--- config.mk ---
export PLATFORM = sky130hd
export DESIGN_NAME = mem_ctrl
export DESIGN_NICKNAME = d
export VERILOG_FILES = /design/src/rtl/mem_ctrl.sv
export SDC_FILE = /design/constraint.sdc
export NUM_CORES = 1
export LEC_CHECK = 0
export BUFFER_PORTS_ARGS = -buffer_cell sky130_fd_sc_hd__clkbuf_2
export CAP_MARGIN = 20
export CORE_UTILIZATION = 38
export DETAILED_ROUTE_END_ITERATION = 8
export PLACE_DENSITY = 0.69
export SYNTH_ARGS = -nofsm -noshare
export SYNTH_HDL_FRONTEND = slang
export SYNTH_SLANG_ARGS = --single-unit
--- constraint.sdc ---
create_clock -name clk -period 1.8 [get_ports clk]
set_input_delay 0.27 -clock clk [delete_from_list [all_inputs] [get_ports clk]]
set_output_delay 0.27 -clock clk [all_outputs]
set_load 0.02 [all_outputs]
--- src/rtl/mem_ctrl.sv ---
// mem_ctrl: single-outstanding-access bridge between the CPU decoder and an
// external request/acknowledge bus. Reads return registered data with a
// one-cycle mem_ready pulse; writes complete silently. A wait counter aborts
// accesses whose acknowledge never arrives and raises a sticky error flag.
//
// state     | meaning
// ----------+-------------------------------------------------------------
// IDLE      | no access in flight; accepts ram_write (priority) or ram_read
// RD_WAIT   | read on the bus, waiting for bus_ack or timeout
// WR_WAIT   | write on the bus, waiting for bus_ack or timeout
// RD_DONE   | rdata valid, mem_ready pulsed; always back to IDLE next cycle

module mem_ctrl #(
    parameter int TIMEOUT = 255
) (
    input  logic        clk,
    input  logic        rst,
    input  logic        ram_read,
    input  logic        ram_write,
    input  logic [15:0] addr,
    input  logic [15:0] wdata,
    output logic [15:0] rdata,
    output logic        mem_busy,
    output logic        mem_ready,
    output logic        mem_err,
    output logic [15:0] bus_addr,
    output logic [15:0] bus_wdata,
    output logic        bus_we,
    output logic        bus_req,
    input  logic [15:0] bus_rdata,
    input  logic        bus_ack
);

    localparam logic [1:0] S_IDLE    = 2'd0;
    localparam logic [1:0] S_RD_WAIT = 2'd1;
    localparam logic [1:0] S_WR_WAIT = 2'd2;
    localparam logic [1:0] S_RD_DONE = 2'd3;

    // The counter reaches TIMEOUT on the edge that ends the wait cycle in
    // which it holds TIMEOUT-1, so that is the value the abort decision uses.
    localparam logic [7:0] CNT_LAST = 8'(TIMEOUT - 1);

    logic [1:0]  state_q, state_d;
    logic [7:0]  cnt_q, cnt_d;
    logic [15:0] rdata_q, rdata_d;
    logic        err_q, err_d;
    logic [15:0] addr_q, addr_d;
    logic [15:0] wdata_q, wdata_d;
    logic        we_q, we_d;

    // Next-state logic: request acceptance, ack/timeout resolution.
    always_comb begin
        state_d = state_q;
        cnt_d   = cnt_q;
        rdata_d = rdata_q;
        err_d   = err_q;
        addr_d  = addr_q;
        wdata_d = wdata_q;
        we_d    = we_q;
        case (state_q)
            S_IDLE: begin
                if (ram_write) begin
                    addr_d  = addr;
                    wdata_d = wdata;
                    we_d    = 1'b1;
                    cnt_d   = 8'd0;
                    state_d = S_WR_WAIT;
                end else if (ram_read) begin
                    addr_d  = addr;
                    we_d    = 1'b0;
                    cnt_d   = 8'd0;
                    state_d = S_RD_WAIT;
                end
            end
            S_RD_WAIT: begin
                // An ack on the final allowed cycle still wins over the abort.
                if (bus_ack) begin
                    rdata_d = bus_rdata;
                    state_d = S_RD_DONE;
                end else if (cnt_q == CNT_LAST) begin
                    err_d   = 1'b1;
                    rdata_d = 16'hFFFF;
                    state_d = S_RD_DONE;
                end else begin
                    cnt_d = cnt_q + 8'd1;
                end
            end
            S_WR_WAIT: begin
                if (bus_ack) begin
                    state_d = S_IDLE;
                end else if (cnt_q == CNT_LAST) begin
                    err_d   = 1'b1;
                    state_d = S_IDLE;
                end else begin
                    cnt_d = cnt_q + 8'd1;
                end
            end
            S_RD_DONE: begin
                state_d = S_IDLE;
            end
            default: begin
                state_d = S_IDLE;
            end
        endcase
    end

    // State and datapath registers with synchronous reset.
    always_ff @(posedge clk) begin
        if (rst) begin
            state_q <= S_IDLE;
            cnt_q   <= 8'd0;
            rdata_q <= 16'd0;
            err_q   <= 1'b0;
            addr_q  <= 16'd0;
            wdata_q <= 16'd0;
            we_q    <= 1'b0;
        end else begin
            state_q <= state_d;
            cnt_q   <= cnt_d;
            rdata_q <= rdata_d;
            err_q   <= err_d;
            addr_q  <= addr_d;
            wdata_q <= wdata_d;
            we_q    <= we_d;
        end
    end

    assign mem_busy  = (state_q == S_RD_WAIT) || (state_q == S_WR_WAIT);
    assign bus_req   = mem_busy;
    assign mem_ready = (state_q == S_RD_DONE);
    assign mem_err   = err_q;
    assign rdata     = rdata_q;
    assign bus_addr  = addr_q;
    assign bus_wdata = wdata_q;
    assign bus_we    = we_q;

endmodule
==> results_dict.tcl <==
set metrics [dict create \
    synth_top_flop_cell "dfxtp_1" \
    antenna_cells 0 \
    ctsRootBufferMaster "clkbuf_8" \
    insertion_delay_ns 0.32 \
    fin_cells 448 \
    synth_top_cells_by_area "dfxtp_1 (50%), nand2_1 (11%), a21oi_1 (8.2%)" \
    maxCapViolations 0 \
    first_iter_violations 75 \
    syn_to_final_growth_pct 36.36 \
    hpwl_mm 3.859 \
    crit_fanout 5 \
    drcViolationCount 0 \
    cts_hold_buffers 0 \
    final-hold-violation-count 0 \
    clk_pin_slew_ns 0.07 \
    die_height_um 81.16 \
    synth_nets 317 \
    drive_above_1_share 0.4290 \
    fmax_mhz 594.5 \
    portBuffers 105 \
    layout.nets 428 \
    avgSynthCellArea_um2 9.265 \
    seqCellArea_um2 1204 \
    first_pass_iters 4 \
    clk_path_buf_depth 2 \
    fin_crit_sh 0.9345 \
    post_cts_resized 0 \
    async_flop_share 0 \
    start_kind "register" \
    syn-cell-area_um2 2381 \
    antenna_found_initial 0 \
    worstPathRequired_ns 1.53 \
    synth_seq_cells 60 \
    drtAntennaViolNets 0 \
    p_leak_nw 1.483 \
    multiInputGateArea_um2 1099 \
    slew_violations 0 \
    path_class "reg2out" \
    peakVddDrop_mv 0.7373 \
    rows 28 \
    synth_top_area_share 0.5045 \
    grt_pass1_vias 1927 \
    cts_tree "built" \
    overflow 0 \
    dp_cells 432 \
    finalHoldWorstSlack_ns 0.1574 \
    num-fill-cells 557 \
    synth_commonest_cells "nand2_1 (70), dfxtp_1 (60), a21oi_1 (39)" \
    maxSlewHeadroom 0.6306 \
    yosysMostFrequentCell "nand2_1" \
    synth.largest_area_cell "dfxtp_1" \
    outcome "finished clean" \
    gp_congestion 0.8394 \
    vias_per_cell 4.915 \
    routedWlPerCell_um 12.38 \
    die_w_um 81.16 \
    tns_ns 0 \
    dieArea_um2 6586 \
    p_per_area_nw_per_um2 1457 \
    synth_seq_area_share 0.5045 \
    ios 106 \
    postCtsSetupBuffers 0 \
    cp-end-kind "output port" \
    setup_viol 0 \
    cts.htree.levels 3 \
    cts_buffers 9 \
    initial_core_util 0.3975 \
    tightest_slew_ns 0.5540 \
    grt_max_degree 38 \
    ys_warn_count 0 \
    fin_crit_ns 1.682 \
    postRouteWirelength_mm 5.544 \
    rsz0062_at_grt "false" \
    core_area_um2 5991 \
    synthCells 257 \
    worst_ep_arrival_time_ns 1.41 \
    hold_class "in2reg" \
    finClkSkew_ns 0.006969 \
    grt_util_all_layers 0.1728 \
    ys_types 35 \
    grt_pass1_wl_mm 8.631 \
    cts.sinks 60 \
    synth-edff-count 0 \
    vias 2202 \
]
-- cells in the final DEF, fill, tap and decap left out, types with 5 or more instances in the layout --
| cell type | n |
|---|---|
| clkbuf_2 | 105 |
| nand2_1 | 70 |
| dfxtp_1 | 58 |
| a21oi_1 | 39 |
| o221a_2 | 16 |
| clkbuf_8 | 12 |
| buf_4 | 9 |
| a31oi_1 | 7 |
| ha_1 | 7 |
| inv_1 | 5 |
-- power by group --
| group | total [W] | switching (W) | internal [W] |
|---|---|---|---|
| sequential | 0.00169 | 0.000124 | 0.00157 |
| clock | 0.00140 | 0.000510 | 0.000889 |
| combinational | 0.00164 | 0.00102 | 0.000619 |
-- area by class of cell --
type	instances	share of cell area
inverter	6	0.006936
timing repair buffer	114	0.1827
clock buffer	12	0.05087
sequential	60	0.3707
multi-input combinational	177	0.3383
clock inverter	4	0.02158
tap	75	0.02890
-- through the flow --
stage,utilization,total power [W],setup WS [ns],instance area [µm²]
detailed placement,0.5006,0.003357,0.05508,2999
CTS,0.5399,0.004778,0.02818,3234
finish,0.5420,0.004730,0.1179,3247
floorplan,-,0.002843,0.02473,2381
global route,0.5420,0.005040,0.03344,3247
global placement,0.5006,0.003327,0.1177,2999
-- cell families after synthesis --
group,after synthesis,share of synthesized area
adder cells (fa/ha/maj),7,0.03678
multiplexers,3,0.01366
flip-flops,60,0.5045
buffers and inverters,20,0.03836
AO/OA/AOI/OAI,77,0.2423
AND/OR/NAND/NOR,90,0.1645
-- registers in the layout (all words and copies together), names as in the netlist --
register and count:
cnt_q 8, mem_err 1, rdata 16, state_q 2, bus_wdata 16, bus_we 1
bus_addr 16
-- metal layers --
| metal | up-vias | share of wire | track usage | routed length [µm] |
|---|---|---|---|---|
| met1 | 980 | 0.48 | 0.2241 | 2660 |
| met3 | 9 | 0.073 | 0.04831 | 405 |
| met4 | 0 | 0.020 | 0.1071 | 112 |
| met5 | - | 0 | 0 | 0 |
| met2 | 80 | 0.43 | 0.2521 | 2365 |
| li1 | 1133 | - | - | - |
-- path summary, 6_finish.rpt --
check / endpoint / cells past startpoint / from / slack (ns)
hold / removal: bus_addr[1] / 3 / addr[1] / 0.16
setup reg to reg: cnt_q[5] / 6 / state_q[0] / 0.12
setup / recovery: mem_busy / 4 / state_q[0] / 0.12
hold reg to reg: bus_wdata[5] / 2 / bus_wdata[5] / 0.45
-- critical path: stages (launching register included) --
cell and delay, ns:
dfxtp_2 0.36, inv_1 0.08, ha_1 0.32, buf_4 0.17, clkbuf_2 0.16
Note: power is estimated with default switching activity, not from simulation.
